--- src/rtl/hazard_pkg.sv ---
// Shared types for the ID-stage hazard scoreboard: the in-flight entry
// record, the register-file forwarding code and the empty-slot constant.
package hazard_pkg;

    // Entries reserve room for the widest supported register index; narrower
    // indices are zero-extended so comparisons stay exact.
    localparam int DEST_W = 8;
    localparam int FWD_RF = 0;

    typedef struct packed {
        logic              valid;
        logic [DEST_W-1:0] dest;
        logic              wb_en;
        logic              mem_r_en;
    } hazard_entry_t;

    localparam hazard_entry_t BUBBLE = '0;

    function automatic hazard_entry_t make_entry(
        input logic [DEST_W-1:0] dest,
        input logic              wb_en,
        input logic              mem_r_en
    );
        hazard_entry_t e;
        e.valid    = 1'b1;
        e.dest     = dest;
        e.wb_en    = wb_en;
        e.mem_r_en = mem_r_en;
        return e;
    endfunction

endpackage

--- src/rtl/hazard_entry_cmp.sv ---
// Compares one in-flight entry against both ID source operands.
module hazard_entry_cmp
    import hazard_pkg::*;
#(
    parameter int REG_AW = 4
) (
    input  hazard_entry_t     entry,
    input  logic [REG_AW-1:0] src1,
    input  logic [REG_AW-1:0] src2,
    input  logic              two_src,
    output logic              m1,
    output logic              m2,
    output logic              is_load
);

    logic writes;

    assign writes  = entry.valid & entry.wb_en;
    assign m1      = writes & (entry.dest == DEST_W'(src1));
    assign m2      = writes & (entry.dest == DEST_W'(src2)) & two_src;
    assign is_load = entry.valid & entry.mem_r_en;

endmodule

--- src/rtl/hazard_scoreboard.sv ---
// ID-stage RAW hazard scoreboard: tracks in-flight destinations in a shift
// register, requests stalls and picks forwarding sources per operand.
module hazard_scoreboard
    import hazard_pkg::*;
#(
    parameter int REG_AW   = 4,
    parameter int DEPTH    = 2,
    parameter int LOAD_LAT = 1,
    parameter int CNT_W    = 16,
    parameter int SEL_W    = $clog2(DEPTH + 1)
) (
    input  logic              clk,
    input  logic              rst,
    input  logic              forward_en,
    input  logic              id_valid,
    input  logic [REG_AW-1:0] src1,
    input  logic [REG_AW-1:0] src2,
    input  logic              two_src,
    input  logic [REG_AW-1:0] id_dest,
    input  logic              id_wb_en,
    input  logic              id_mem_r_en,
    input  logic              freeze,
    input  logic              flush,
    output logic              hazard_detected,
    output logic [SEL_W-1:0]  fwd_sel1,
    output logic [SEL_W-1:0]  fwd_sel2,
    output logic [CNT_W-1:0]  stall_count
);

    hazard_entry_t entries [DEPTH];
    logic          m1      [DEPTH];
    logic          m2      [DEPTH];
    logic          is_load [DEPTH];

    logic any_hit;
    logic load_hit;
    logic issue;

    for (genvar g = 0; g < DEPTH; g++) begin : g_cmp
        hazard_entry_cmp #(.REG_AW(REG_AW)) u_cmp (
            .entry   (entries[g]),
            .src1    (src1),
            .src2    (src2),
            .two_src (two_src),
            .m1      (m1[g]),
            .m2      (m2[g]),
            .is_load (is_load[g])
        );
    end

    always_comb begin
        any_hit  = 1'b0;
        load_hit = 1'b0;
        for (int i = 0; i < DEPTH; i++) begin
            any_hit = any_hit | m1[i] | m2[i];
            if (i < LOAD_LAT) begin
                load_hit = load_hit | ((m1[i] | m2[i]) & is_load[i]);
            end
        end
        hazard_detected = id_valid & (forward_en ? load_hit : any_hit);
    end

    // Scan oldest to youngest so the youngest producer overwrites older ones.
    always_comb begin
        fwd_sel1 = SEL_W'(FWD_RF);
        fwd_sel2 = SEL_W'(FWD_RF);
        for (int i = DEPTH - 1; i >= 0; i--) begin
            if (m1[i]) fwd_sel1 = SEL_W'(i + 1);
            if (m2[i]) fwd_sel2 = SEL_W'(i + 1);
        end
        if (!forward_en || !id_valid || hazard_detected) begin
            fwd_sel1 = SEL_W'(FWD_RF);
            fwd_sel2 = SEL_W'(FWD_RF);
        end
    end

    assign issue = id_valid & ~hazard_detected & ~flush;

    always_ff @(posedge clk) begin
        if (rst) begin
            for (int i = 0; i < DEPTH; i++) entries[i] <= BUBBLE;
            stall_count <= '0;
        end else if (!freeze) begin
            for (int i = 1; i < DEPTH; i++) entries[i] <= entries[i-1];
            entries[0] <= issue ? make_entry(DEST_W'(id_dest), id_wb_en, id_mem_r_en)
                                : BUBBLE;
            if (hazard_detected && !flush && stall_count != {CNT_W{1'b1}}) begin
                stall_count <= stall_count + 1'b1;
            end
        end
    end

endmodule

--- config.mk ---
export PLATFORM = sky130hd
export DESIGN_NAME = hazard_scoreboard
export DESIGN_NICKNAME = d
export VERILOG_FILES = /design/src/rtl/hazard_pkg.sv /design/src/rtl/hazard_entry_cmp.sv /design/src/rtl/hazard_scoreboard.sv
export SDC_FILE = /design/constraint.sdc
export NUM_CORES = 1
export LEC_CHECK = 0
export CORE_MARGIN = 2
export CORE_UTILIZATION = 45
export DETAILED_ROUTE_END_ITERATION = 6
export PLACE_DENSITY = 0.73
export SKIP_CTS_REPAIR_TIMING = 1
export SLEW_MARGIN = 20
export SYNTH_ARGS = -nofsm -noshare
export SYNTH_HDL_FRONTEND = slang
export SYNTH_SLANG_ARGS = --single-unit
--- constraint.sdc ---
create_clock -name clk -period 4.76 [get_ports clk]
set_clock_uncertainty 0.1 [all_clocks]
set_input_delay 0.952 -clock clk [delete_from_list [all_inputs] [get_ports clk]]
set_output_delay 0.952 -clock clk [all_outputs]
set_load 0.005 [all_outputs]
Word level (Yosys, flattened, before mapping) --
Memories as Yosys holds them, arrays and structs flattened. Index checks and enable logic that the tools add are counted.
Word-level totals: register bits after elaboration 16, bits of input ports 21, output and inout bits 21, memory bits (writable) 22, logic and storage cells 52, memories 1
Cells by class: add/subtract/negate cells 1, bitwise operators 21, muxes and demuxes 15, equal/unequal tests 5, reduce and logical (&&, ||, !) cells 8
Memory list:
- entries | words 2, bits a word 11, read ports 2, clocked after Yosys merged registers in 0, write ports 2, RTL line hazard_scoreboard.sv:30 | hazard_entry_t entries [DEPTH];
Operator list (number):
- 2-to-1 mux 11 bit | 3
- equality test 8 x 4 -> 1 bit | 4
- adder 16 x 1 -> 16 bit (second input constant) | 1
- != test 16 bit (second input constant) | 1
- bitwise AND 1 bit | 13
- 2-to-1 mux 2 bit | 6
- 2-to-1 mux 1 bit | 6
- bitwise OR 1 bit | 5
- zero test 1 bit | 3
- inverter 1 bit | 3
- logical AND 1 bit | 2
- logical OR 1 bit | 2
- AND reduction 2 bit | 1

Depth between registers and ports, before layout --
Gate-level depths: netlist of run 1.
depth in word-level cells 13, depth in mapped cells 8, mapped depth without buffers 7

Hierarchy --
A second synthesis of run 1 with hierarchy kept.
Second synthesis, totals: cell total of the unflattened synthesis 182, area total of the unflattened synthesis 1711.6 µm²
By module, submodules not included:
- hazard_scoreboard | cells each 148, sequential area each 740.7 µm², times used 1, area an instance 1473.9 µm²
- hazard_entry_cmp | cells each 17, sequential area each 0.0 µm², times used 2, area an instance 118.9 µm²

Worst setup path before layout of run 1 --
OpenSTA, ideal clock, no wires.
kind input to output, start in src1[3], end out hazard_detected, buffers on the path 0, data arrival time 2.397 ns, setup slack 1.311 ns, required time 3.708 ns, stages on the path 5, path through xor2_1 > nor4_1 > o21bai_1 > a22oi_2 > and2_1
Between the ends: word-level cells in the longest chain between the ends 7, elaborated cells on any way between the ends 10, those cells by class eq/ne: 2; mux: 1; bitwise: 7
Ends and longest elaborated chain:
- start, declared | RTL line hazard_scoreboard.sv:16 | input logic [REG_AW-1:0] src1,
- equality test 8 x 4 -> 1 bit | RTL line hazard_entry_cmp.sv:19 | assign m1 = writes & (entry.dest == DEST_W'(src1));
- bitwise AND 1 bit | RTL line hazard_entry_cmp.sv:19
- bitwise OR 1 bit | RTL line hazard_scoreboard.sv:55, hazard_scoreboard.sv:57
- bitwise OR 1 bit (2 in a row) | RTL line hazard_scoreboard.sv:55 | any_hit = any_hit | m1[i] | m2[i];
- 2-to-1 mux 1 bit * | RTL line hazard_scoreboard.sv:60 | hazard_detected = id_valid & (forward_en ? load_hit : any_hit);
- bitwise AND 1 bit * | RTL line hazard_scoreboard.sv:60
- end, declared | RTL line hazard_scoreboard.sv:24 | output logic hazard_detected,
Every way passes the cells marked *; elsewhere a longest branch is shown, timed or not.

Worst setup path after layout of run 1 --
start in src2[3], end out hazard_detected
Between the ends: word-level cells in the longest chain between the ends 8, elaborated cells on any way between the ends 12, those cells by class eq/ne: 2; mux: 1; bitwise: 9
Ends and longest elaborated chain:
- start, declared | RTL line hazard_scoreboard.sv:17 | input logic [REG_AW-1:0] src2,
- equality test 8 x 4 -> 1 bit | RTL line hazard_entry_cmp.sv:20 | assign m2 = writes & (entry.dest == DEST_W'(src2)) & two_src;
- bitwise AND 1 bit (2 in a row) | RTL line hazard_entry_cmp.sv:20
- bitwise OR 1 bit | RTL line hazard_scoreboard.sv:55, hazard_scoreboard.sv:57
- bitwise OR 1 bit (2 in a row) | RTL line hazard_scoreboard.sv:55
- 2-to-1 mux 1 bit * | RTL line hazard_scoreboard.sv:60
- bitwise AND 1 bit * | RTL line hazard_scoreboard.sv:60
Marked as above.

==> results.sh, run 1 <==
export IMPL_status="completed"
export IMPL_start_kind="primary input"
export IMPL_place_congestion=0.784
export IMPL_cts_sink_count=29
export IMPL_syn2layout_area_growth_pct=30.4
export IMPL_synth_top_cell_area_share=0.213
export IMPL_ant_nets=0
export IMPL_cts_max_level=2
export IMPL_finalWirelength_um=3940
export IMPL_clkLatencyLatePin_ns=0.28
export IMPL_ir_drop_mv=0.110
export IMPL_first_pass_iters=4
export IMPL_endpoint_kind="output pin"
export IMPL_drc=0
export IMPL_viasPerCell=5.42
export IMPL_hold_viol=0
export IMPL_path_common_cell="clkdlybuf4s50_1"
export IMPL_fin_setup_tns_ns=0
export IMPL_worst_ep_required_time_ns=3.71
export IMPL_leakagePower_nw=0.848
export IMPL_slowest_stage="nor3_1"
export IMPL_core_um2=3970
export IMPL_synth_common_cells="nor2_1 (28), dfxtp_1 (16), nand3_1 (14)"
export IMPL_synth_seq_cells=29
export IMPL_grt_max_degree=33
export IMPL_yosys_area_top_type="edfxtp_1"
export IMPL_core_rowCount=23
export IMPL_antenna_cells=0
export IMPL_path_cells="clkdlybuf4s50_1 -> xnor2_1 -> nand3_1 -> nor3_1 -> o21bai_1 -> a22oi_2 -> and2_1 -> clkdlybuf4s50_1"
export IMPL_drtIter0Drc=84
export IMPL_setup_viol=0
export IMPL_antenna_found_initial=0
export IMPL_path_clk_slew_ns=0.06
export IMPL_worst_slew_pin_slew_ns=0.699
export IMPL_dp_hpwl_um=3020
export IMPL_synth_edf_count=13
export IMPL_clk_path_buf_depth=2
export IMPL_syn_num_nets=214
export IMPL_drive_above_1_share=0.134
export IMPL_relSlewSlack=0.530
export IMPL_worstHoldPathType="register to register"
export IMPL_pin_count=42
export IMPL_synth_seq_area_share=0.388
export IMPL_floorplan_die_area_um2=4600
export IMPL_finalCritPeriodShare=0.927
export IMPL_numCtsBuffers=5
export IMPL_synth_main_ff_cell="dfxtp_1"
export IMPL_max_cap_violations=0
export IMPL_drv_slew=0
export IMPL_die_w_um=67.8
export IMPL_grt_remaining_overflow=0
export IMPL_synth_area_leaders="edfxtp_1 (21%), dfxtp_1 (17%), nor2_1 (5.7%), mux2_2 (5.5%), xor2_1 (4.8%)"
export IMPL_cp_data_arrival_time_ns=3.36
export IMPL_num_vias=1566
export IMPL_synth_cell_types=41
export IMPL_cts_tree="done"
export IMPL_clockRootBuffer="clkbuf_8"
export IMPL_power_per_cell_area_nw_per_um2=221
export IMPL_crit_fanout=5
export IMPL_grt_use_total=0.193
export IMPL_critPathKind="primary input to output pin"
export IMPL_grt_pass1_vias=1441
export IMPL_die_y_um=67.8
export IMPL_syn_inst=192
export IMPL_avgSynthCellArea_um2=9.55
export IMPL_rsz0062_at_grt="no"
export IMPL_async_flop_share=0
export IMPL_dp_cells=281
export IMPL_fin_crit_ns=4.41
export IMPL_nNetsFinal=260
export IMPL_yosysWarnings=0
export IMPL_portBuffers=41
export IMPL_instances_no_fill=289
export IMPL_fmax_mhz=227
export IMPL_grt_pass1_wl_um=6690
export IMPL_routedWlPerCell_um=13.6
export IMPL_yosysMostFrequentCell="nor2_1"
export IMPL_synth_area_um2=1830
export IMPL_start_util=0.462
export IMPL_max_stage_delay_ns=0.54
-- cells by family (layout without fill, tap and decap cells) --
family | after synthesis | after routing | synth area share
AOI/OAI and AO/OA | 26 | 26 | 0.134
xor gates and xnor gates | 16 | 16 | 0.0764
adders and majority gates | 1 | 1 | 0.00682
and+or+nand+nor | 98 | 98 | 0.288
DFF | 29 | 29 | 0.388
buffers and inverters | 9 | 56 | 0.0273
muxes | 13 | 13 | 0.0799
-- per-layer routing --
metal / track usage / vias up / wire length (um)
met4: 0.0825 / 0 / 55
li1: - / 786 / -
met3: 0.0395 / 7 / 169
met1: 0.264 / 742 / 1840
met5: 0 / - / 0
met2: 0.295 / 31 / 1880
-- registers in the layout (all words and copies together), names as in the netlist --
signal	count
stall_count	16
entries	13
-- path summary, 6_finish.rpt --
path	start	to	slack (ns)	cells past startpoint
worst max-delay path	src2[3]	hazard_detected	0.35	8
worst min register to register	stall_count[15]	stall_count[15]	0.41	2
worst max register to register	stall_count[0]	stall_count[9]	1.95	7
worst min-delay path	stall_count[15]	stall_count[15]	0.41	2
-- worst max-delay path, delay by kind of cell --
kind,cells,cell delay [ns]
compound gates,2,0.44
buf+inv,2,0.99
simple gates,3,0.83
xor+xnor,1,0.14
-- final cells by class --
class	count	area, um2
Fill cell	357	1580
Multi-Input combinational cell	154	1070
Sequential cell	29	711
Timing Repair Buffer	46	448
Clock buffer	8	90.1
Tap cell	50	62.6
Inverter	2	7.51
-- power by group --
part | leakage (nW) | internal (W) | total (W) | switching, W
Sequential | 0.274 | 0.000267 | 0.000272 | 0.00000579
Combinational | 0.529 | 0.0000261 | 0.0000488 | 0.0000227
Clock | 0.0455 | 0.000118 | 0.000207 | 0.0000894
Total | 0.848 | 0.000410 | 0.000528 | 0.000118
-- through the flow --
stage / cell area [um2] / total power [W] / hold WS (ns) / worst slack (ns) / utilization
final: 2390 / 0.000528 / 0.411 / 0.348 / 0.602
after global routing: 2390 / 0.000548 / 0.456 / 0.140 / 0.602
after CTS: 2390 / 0.000532 / 0.419 / 0.336 / 0.602
after detailed placement: 2300 / 0.000327 / 0.410 / 0.344 / 0.579
after global placement: 2300 / 0.000326 / 0.388 / 0.419 / 0.579
after floorplan: 1830 / 0.000300 / 0.385 / 1.31 / -
-- cell usage in the layout (no fill, tap or decap), types with 2 or more instances in the layout --
| cell type | synthesis | routed |
|---|---|---|
| and4_1 | 2 | 2 |
| dfxtp_1 | 16 | 16 |
| clkbuf_8 | 0 | 6 |
| nor4_1 | 4 | 4 |
| a21oi_1 | 4 | 4 |
| edfxtp_1 | 13 | 13 |
| and2_1 | 7 | 7 |
| clkbuf_1 | 4 | 2 |
| mux2_1 | 4 | 4 |
| nor2_1 | 28 | 28 |
| mux2_2 | 9 | 9 |
| nand4_1 | 7 | 7 |
| a211oi_2 | 4 | 4 |
| clkdlybuf4s50_1 | 0 | 41 |
| nand3_1 | 14 | 14 |
| nor3_1 | 3 | 3 |
| nor3b_1 | 2 | 2 |
| buf_4 | 0 | 5 |
| nand2b_1 | 2 | 2 |
| inv_1 | 2 | 2 |
| xor2_1 | 10 | 10 |
| nor2b_1 | 13 | 13 |
| xnor2_1 | 6 | 6 |
| a21o_1 | 2 | 2 |
| o22ai_1 | 3 | 3 |
| nand2_1 | 11 | 11 |
| a211oi_1 | 4 | 4 |
No activity file was read; power rests on OpenSTA's default activity.
==> run 2: changes to the inputs <==
Settings changed: CTS_CLUSTER_SIZE set to 16, GPL_ROUTABILITY_DRIVEN set to 0.
==> results of run 2 <==
Same layout as run 1: the final DEF is identical, and so are final timing and power.
==> run 3: changes to the inputs <==
Settings changed: CTS_BUF_LIST set to sky130_fd_sc_hd__clkbuf_8.
==> results.sh, run 3 (synthesis gave the netlist of run 1 again) <==
export IMPL_status="completed"
export IMPL_top_register="stall_count"
export IMPL_wl_met2_um=1850
export IMPL_p_comb_frac=0.093
export IMPL_worst_slew_pin_slew_ns=0.704
export IMPL_finalCritPeriodShare=0.925
export IMPL_power_total_w=0.000525
export IMPL_leakagePower_nw=0.856
export IMPL_cts_tree="done"
export IMPL_ant_nets=0
export IMPL_cpLargestDelayFamily="buffers and inverters"
export IMPL_fin_setup_tns_ns=0
export IMPL_fmax_mhz=227
export IMPL_p_seq_frac=0.520
export IMPL_start_util=0.462
export IMPL_cp_data_arrival_time_ns=3.35
export IMPL_worstHoldPathType="register to register"
export IMPL_die_y_um=67.8
export IMPL_slowest_stage="nor3_1"
export IMPL_whs_path_depth=2
export IMPL_portBuffers=41
export IMPL_clkPwrFrac=0.387
export IMPL_power_per_cell_area_nw_per_um2=219
export IMPL_routed_wl_met3_um=190
export IMPL_largest_reg_flops=16
export IMPL_numCtsBuffers=5
export IMPL_rsz0062_at_grt="no"
export IMPL_grt_max_degree=33
export IMPL_finalWirelength_um=3980
export IMPL_max_cap_violations=0
export IMPL_dp_cells=281
export IMPL_p_sw_w=0.000118
export IMPL_grt_pass1_wl_um=6690
export IMPL_nFillCells=357
export IMPL_endpoint_kind="output pin"
export IMPL_place_area_um2=2300
export IMPL_core_rowCount=23
export IMPL_syn2layout_area_growth_pct=30.4
export IMPL_fin_crit_ns=4.40
export IMPL_drtIter0Drc=78
export IMPL_min_from="stall_count[15]"
export IMPL_antenna_found_initial=0
export IMPL_p_int_w=0.000406
export IMPL_drc=0
export IMPL_start_kind="primary input"
export IMPL_critPathKind="primary input to output pin"
export IMPL_drive_above_1_share=0.134
export IMPL_reg2regPathDepth=7
export IMPL_rrSetupSlack_ns=1.94
export IMPL_clockRootBuffer="clkbuf_8"
export IMPL_routedWlPerCell_um=13.8
export IMPL_wirelength_met1_um=1880
export IMPL_top_regs="stall_count: 16 flops, entries: 13 flops"
export IMPL_path_buf_inv=2
export IMPL_cts_sink_count=29
export IMPL_instances_no_fill=289
export IMPL_final_area_um2=2390
export IMPL_rr_startpoint="stall_count[0]"
export IMPL_clkLatencyLatePin_ns=0.28
export IMPL_path_clk_slew_ns=0.06
export IMPL_dp_hpwl_um=3020
export IMPL_setup_viol=0
export IMPL_first_pass_iters=4
export IMPL_clk_path_buf_depth=2
export IMPL_floorplan_die_area_um2=4600
export IMPL_grt_use_total=0.193
export IMPL_core_um2=3970
export IMPL_final_common_cell="clkdlybuf4s50_1"
export IMPL_antenna_cells=0
export IMPL_pin_count=42
export IMPL_path_common_cell="clkdlybuf4s50_1"
export IMPL_path_cells="clkdlybuf4s50_1 -> xnor2_1 -> nand3_1 -> nor3_1 -> o21bai_1 -> a22oi_2 -> and2_1 -> clkdlybuf4s50_1"
export IMPL_viasPerCell=5.43
export IMPL_hold_path_end="stall_count[15]"
export IMPL_reg2reg_to="stall_count[9]"
export IMPL_max_stage_delay_ns=0.54
export IMPL_nNetsFinal=260
export IMPL_grt_pass1_vias=1434
export IMPL_die_w_um=67.8
export IMPL_grt_remaining_overflow=0
export IMPL_final_cell_mix="clkdlybuf4s50_1 (41), nor2_1 (28), dfxtp_1 (16)"
export IMPL_ir_drop_mv=0.110
export IMPL_worst_ep_required_time_ns=3.71
export IMPL_cts_max_level=2
export IMPL_relSlewSlack=0.527
export IMPL_crit_fanout=5
export IMPL_num_vias=1568
export IMPL_drv_slew=0
export IMPL_top_layer="met4"
export IMPL_hold_viol=0
export IMPL_switching_share=0.226
## run 3: routing by layer
metal | vias up | global-route usage
li1 | 787 | -
met1 | 735 | 0.267
met2 | 39 | 0.293
met3 | 7 | 0.0395
met4 | 0 | 0.0825
met5 | - | 0
## run 3: worst register-to-register path, delay by kind of cell, from the launching register on
kind	cells	cell delay (ns)
adder cells (fa/ha/maj)	1	0.30
AND/OR/NAND/NOR	2	0.19
multiplexers	1	0.37
flip-flops	1	0.35
AO/OA/AOI/OAI	3	1.39
## run 3: worst max path at each step
stage / from / endpoint / slack (ns) / cells after the start
floorplan: src1[3] / hazard_detected / 1.31 / 5
global route: src2[3] / hazard_detected / 0.14 / 8
finish: src2[3] / hazard_detected / 0.36 / 8
detailed placement: src2[0] / hazard_detected / 0.34 / 8
global placement: src2[3] / hazard_detected / 0.42 / 8
CTS: src2[0] / hazard_detected / 0.34 / 8
## run 3: cell type report
| class | instances | area [um2] | share of cell area |
|---|---|---|---|
| Inverter | 2 | 7.51 | 0.00314 |
| Tap cell | 50 | 62.6 | 0.0262 |
| Multi-Input combinational cell | 154 | 1070 | 0.448 |
| Timing Repair Buffer | 46 | 448 | 0.187 |
| Clock inverter | 2 | 7.51 | 0.00314 |
| Sequential cell | 29 | 711 | 0.297 |
| Clock buffer | 6 | 82.6 | 0.0345 |
## run 3: stage by stage
step | hold WS, ns | util | setup slack [ns]
2_1_floorplan | 0.385 | - | 1.31
3_3_place_gp | 0.388 | 0.579 | 0.419
3_5_place_dp | 0.410 | 0.579 | 0.344
4_1_cts | 0.419 | 0.602 | 0.336
5_1_grt | 0.456 | 0.602 | 0.140
6_report | 0.412 | 0.602 | 0.357
## run 3: power groups by stage
stage	registers (W)	logic, W	clock network, W
finish	0.000273	0.0000488	0.000203
floorplan	0.000276	0.0000241	0
global placement	0.000278	0.0000481	0
CTS	0.000273	0.0000493	0.000206
global route	0.000273	0.0000542	0.000217
detailed placement	0.000278	0.0000490	0
